==> config.mk <==
export PLATFORM = sky130hd
export DESIGN_NAME = dff_pipe
export DESIGN_NICKNAME = d
export VERILOG_FILES = /design/src/rtl/dff_pipe.sv
export SDC_FILE = /design/constraint.sdc
export NUM_CORES = 1
export LEC_CHECK = 0
export BUFFER_PORTS_ARGS = -buffer_cell sky130_fd_sc_hd__buf_2
export CAP_MARGIN = 15
export CORE_MARGIN = 3
export CORE_UTILIZATION = 40
export CTS_CLUSTER_DIAMETER = 40
export CTS_CLUSTER_SIZE = 24
export DETAILED_ROUTE_END_ITERATION = 7
export PLACE_DENSITY = 0.62
export SLEW_MARGIN = 25
export SYNTH_ARGS = -nofsm -noshare
export SYNTH_HDL_FRONTEND = slang
export SYNTH_SLANG_ARGS = --single-unit
==> constraint.sdc <==
create_clock -name clk -period 4.6 [get_ports clk]
set_clock_uncertainty 0.15 [all_clocks]
set_input_delay 0.92 -clock clk [delete_from_list [all_inputs] [get_ports clk]]
set_output_delay 0.92 -clock clk [all_outputs]
set_load 0.005 [all_outputs]
==> src/rtl/dff_pipe.sv <==
// Elastic delay line: DEPTH stages of WIDTH-bit registers with valid/ready handshake,
// bubble collapsing and synchronous flush. Define DFF_PIPE_OCC_EN to add the occ port.
module dff_pipe #(
   parameter int WIDTH = 8,
   parameter int DEPTH = 4
) (
   input  logic             clk,
   input  logic             rst,
   input  logic             flush,
   input  logic             in_valid,
   output logic             in_ready,
   input  logic [WIDTH-1:0] in_data,
   output logic             out_valid,
   input  logic             out_ready,
   output logic [WIDTH-1:0] out_data
`ifdef DFF_PIPE_OCC_EN
   ,
   output logic [$clog2(DEPTH+1)-1:0] occ
`endif
);

   logic [DEPTH-1:0] v;
   logic [DEPTH-1:0] v_nxt;
   logic [DEPTH-1:0] rdy;
   logic [DEPTH-1:0] vin;
   logic [DEPTH-1:0] ld;
   logic [WIDTH-1:0] d [DEPTH];

   // Stage i is ready if it or any stage ahead of it is empty, or the sink takes a word.
   always_comb begin : ready_chain
      logic r;
      r   = out_ready;
      rdy = '0;
      for (int unsigned k = 0; k < DEPTH; k++) begin
         r = r | ~v[DEPTH-1-k];
         rdy[DEPTH-1-k] = r;
      end
   end

   always_comb begin
      vin    = '0;
      vin[0] = in_valid & ~flush;
      for (int unsigned k = 1; k < DEPTH; k++) begin
         vin[k] = v[k-1];
      end
      ld    = rdy & vin;
      v_nxt = flush ? '0 : ((rdy & vin) | (~rdy & v));
   end

   always_ff @(posedge clk) begin
      if (rst) begin
         v <= '0;
         for (int unsigned k = 0; k < DEPTH; k++) begin
            d[k] <= '0;
         end
      end else begin
         v <= v_nxt;
         if (ld[0]) begin
            d[0] <= in_data;
         end
         for (int unsigned k = 1; k < DEPTH; k++) begin
            if (ld[k]) begin
               d[k] <= d[k-1];
            end
         end
      end
   end

   assign in_ready  = rdy[0] & ~flush;
   assign out_valid = v[DEPTH-1];
   assign out_data  = d[DEPTH-1];

`ifdef DFF_PIPE_OCC_EN
   localparam int OW = $clog2(DEPTH + 1);

   logic [OW-1:0] occ_nxt;
   logic [OW-1:0] occ_q;

   always_comb begin
      occ_nxt = '0;
      for (int unsigned k = 0; k < DEPTH; k++) begin
         if (v_nxt[k]) begin
            occ_nxt = occ_nxt + OW'(1);
         end
      end
   end

   always_ff @(posedge clk) begin
      if (rst) begin
         occ_q <= '0;
      end else begin
         occ_q <= occ_nxt;
      end
   end

   assign occ = occ_q;
`endif

endmodule

# Yosys cells after proc, flatten, opt, wreduce, memory -nomap -nowiden
# Memory sizes are Yosys's and may differ from the RTL's.
# Index checks and enable logic that the tools add are counted.
[word_totals]
rom_bits = 0
input_bits = 13
output_inout_bits = 10
ramBits = 32
latch_bits = 0
mem_count = 1
ff_bits = 4
[memory_table]
columns = ["name", "depth", "width", "read_ports", "rd_ports_with_merged_regs", "write_ports", "line", "rtl"]
rows = [
  ["d", 4, 8, 4, 0, 4, "27", "logic [WIDTH-1:0] d [DEPTH];"],
]
[op_classes]
n_reduce_logical = 1
magnitude_cmp = 0
n_div = 0
bitwise_logic = 19
addsub = 0
n_mul = 0
muxes = 18
eq_ne = 0
shift = 0
[op_table]
columns = ["op", "count"]
rows = [
  ["$mux W8", 4],
  ["$mux W1", 14],
  ["$and A4 B4 Y4", 2],
  ["$or A1 B1 Y1", 8],
  ["$not A1 Y1", 5],
  ["$not A4 Y4", 1],
  ["$or A4 B4 Y4", 1],
  ["$and A1 B1 Y1", 2],
  ["$reduce_or A2 Y1", 1],
]

# Logic depth before layout (Yosys ltp)
[logic_depth]
depth_word = 10
ltp_mapped = 4

# Worst setup path before layout
# OpenSTA, ideal clock, no wires.
[synth_timing]
path_type = "input -> output"
startpoint = "input port out_ready"
endpoint = "output port in_ready"
path_buffers = 1
setup_slack_ns = 2.079
stages = 3
t_arrival_ns = 1.451
required_ns = 3.530
cell_sequence = "and4b_1 > buf_2 > a21oi_1"
[synth_between]
elab_chain_cells = 5
[synth_lines]
columns = ["item", "line", "rtl"]
rows = [
  ["start, declared", "14", "input logic out_ready,"],
  ["$or A1 B1 Y1 (4 in a row)", "35", "r = r | ~v[DEPTH-1-k];"],
  ["$and A1 B1 Y1", "69", "assign in_ready = rdy[0] & ~flush;"],
  ["end, declared", "11", "output logic in_ready,"],
]
# No other way between the ends.

# Worst setup path after layout
# Same ends and word-level chain as after synthesis.

==> results.json <==
{
  "crit_required_ns": 3.53,
  "cts_tree": "done",
  "use_met1_pct": 9.59,
  "place_area_um2": 1660,
  "wl_per_cell_um": 12.0,
  "gr-total-overflow": 0,
  "maxCapViolCount": 0,
  "cts_sinks": 36,
  "grt_pass1_vias": 817,
  "crit_path_end_kind": "primary output",
  "min_period_over_period_pct": 63.7,
  "layout_common_cells": "edfxtp_1 (32), buf_2 (22), and3_1 (16)",
  "area_growth_pct": 14.0,
  "cell_internal_pwr_w": 0.000504,
  "cp-start-kind": "primary input",
  "layout-drive-gt1-share_pct": 28.1,
  "cts.clk_slew.worst_paths_ns": 0.07,
  "pwr_density_cell_nw_per_um2": 358,
  "crit_path_cell_trace": "buf_2 -> and4b_1 -> a21oi_1 -> buf_2",
  "dieArea_um2": 4610,
  "finalSetupViolCount": 0,
  "combinationalPowerShare_pct": 4.5,
  "htreeDepth": 2,
  "fin_tns_setup_ns": 0,
  "max_clock_freq_mhz": 341,
  "vias_per_cell": 5.10,
  "drtIter0Drc": 30,
  "grt_pass1_wl_mm": 3.42,
  "synth_area_um2": 1530,
  "place_hpwl_mm": 1.52,
  "postCtsHoldBufs": 0,
  "clock_latency_ns": 0.28,
  "cp.arrival_ns": 1.86,
  "vdd_ir_drop_max_mv": 0.200,
  "final_common_cell": "edfxtp_1",
  "netSwitchingFraction_pct": 19.4,
  "antenna_found_initial": 0,
  "ctsLongestPathBuffers": 2,
  "syn_avg_cell_area_um2": 14.6,
  "core_um2": 3520,
  "rsz0062_at_grt": "false",
  "numCtsBuffers": 5,
  "drt-total-wl_mm": 2.09,
  "yosysSeqAreaShare_pct": 67.9,
  "syn_nets": 118,
  "crit_path_max_fanout": 9,
  "slowest_delay_ns": 0.55,
  "cpMostUsedCell": "buf_2",
  "synth.distinct_cells": 25,
  "drcViolationCount": 0,
  "fill_cells": 319,
  "outcome": "finished clean",
  "cts_root_buf": "clkbuf_8",
  "postCtsSetupBuffers": 0,
  "grt_util_met3_pct": 5.91,
  "vias": 887,
  "hold_viol_final": 0,
  "yosys_warnings": 0,
  "clock_power_share_pct": 35.6,
  "drt_pass1_iterations": 4,
  "num_antenna_cells": 0,
  "syn_inst": 105,
  "busiest_layer": "met2",
  "rows": 21,
  "slew_viol_final": 0,
  "fin_area_um2": 1750,
  "ant_nets": 0,
  "tightest_slew_ns": 0.676,
  "maxSlewHeadroom_pct": 54.9,
  "chipWidth_um": 67.9,
  "synth_seq_cells": 36,
  "slowest_stage": "and4b_1",
  "port_buffers": 22,
  "p_sw_w": 0.000122,
  "setup.worst_path.class": "primary input to primary output",
  "hold_class": "flop to flop",
  "power_frac_seq_pct": 59.8,
  "use_met2_pct": 19.1,
  "fin_nets": 140,
  "p_leak_nw": 0.720,
  "gp_congestion": 0.645,
  "io_pins": 23,
  "grt_max_degree": 18,
  "grt_usage_pct": 10.6,
  "total_power_w": 0.000626,
  "start_util_pct": 43.5,
  "post_cts_resized": 0,
  "die_h_um": 67.9,
  "finalCriticalPeriod_ns": 2.93
}
-- final cells by class --
type	count	area (µm²)	area share, %
clock buffer	8	90.1	5.15
inverter	12	45.0	2.58
multi-input combinational	50	404	23.1
sequential	36	1040	59.6
tap	46	57.6	3.29
timing repair buffer	22	110	6.30
-- layer usage --
metal / wire length (µm) / part of all wire (%)
met1: 803 / 39
met2: 1140 / 55
met3: 144 / 6.9
met4: 0 / 0
met5: 0 / 0
-- final timing paths --
kind                                 from        to  slack [ns]  cells after the start
worst max-delay path            out_ready  in_ready        1.67                      4
worst min-delay path                 flop      flop        0.38                      2
worst max register to register       flop   d[0][5]        2.79                      2
worst min register to register       flop      flop        0.38                      2
-- metrics by stage --
| stage | utilization (%) | worst slack [ns] | hold slack [ns] | std cells |
|---|---|---|---|---|
| floorplan | - | 2.08 | 0.316 | 105 |
| global placement | 47.1 | 1.68 | 0.349 | 166 |
| detailed placement | 47.1 | 1.66 | 0.361 | 166 |
| CTS | 49.6 | 1.66 | 0.376 | 174 |
| global route | 49.6 | 1.58 | 0.401 | 174 |
| finish | 49.6 | 1.67 | 0.381 | 174 |
-- critical path, delay by kind of cell --
family | cells | cell delay [ns]
and+or+nand+nor | 1 | 0.55
buffers and inverters | 2 | 0.26
AOI/OAI and AO/OA | 1 | 0.12
-- cells in the mapped netlist, drive strengths merged --
cell type | number | area [µm²]
a211oi | 8 | 100
a21boi | 2 | 15.0
a21o | 2 | 15.0
a21oi | 1 | 5.00
a311o | 1 | 10.0
and3 | 16 | 100
and4b | 1 | 10.0
buf | 4 | 31.3
clkbuf | 3 | 11.3
clkinv | 1 | 3.75
dfxtp | 4 | 80.1
edfxtp | 32 | 961
inv | 11 | 41.3
nand3b | 1 | 7.51
nand4b | 1 | 8.76
nor2 | 1 | 3.75
nor2b | 3 | 18.8
nor3b | 1 | 7.51
nor4b | 8 | 70.1
o21a | 1 | 7.51
o21bai | 1 | 7.51
o41ai | 1 | 8.76
or3b | 1 | 8.76
-- cells by family (layout without fill, tap and decap cells) --
family	after synthesis	count (layout)	share of synthesized area [%]
flops	36	36	67.9
compound gates	17	17	11.0
simple gates	33	33	15.3
buf+inv	19	42	5.71
-- power groups by stage --
stage               combinational (W)  clock [W]  sequential, W
floorplan                   0.0000198          0       0.000380
global placement            0.0000280          0       0.000382
detailed placement          0.0000290          0       0.000382
CTS                         0.0000290   0.000230       0.000375
global route                0.0000323   0.000243       0.000376
finish                      0.0000284   0.000223       0.000375
(Power assumes the default switching activity.)
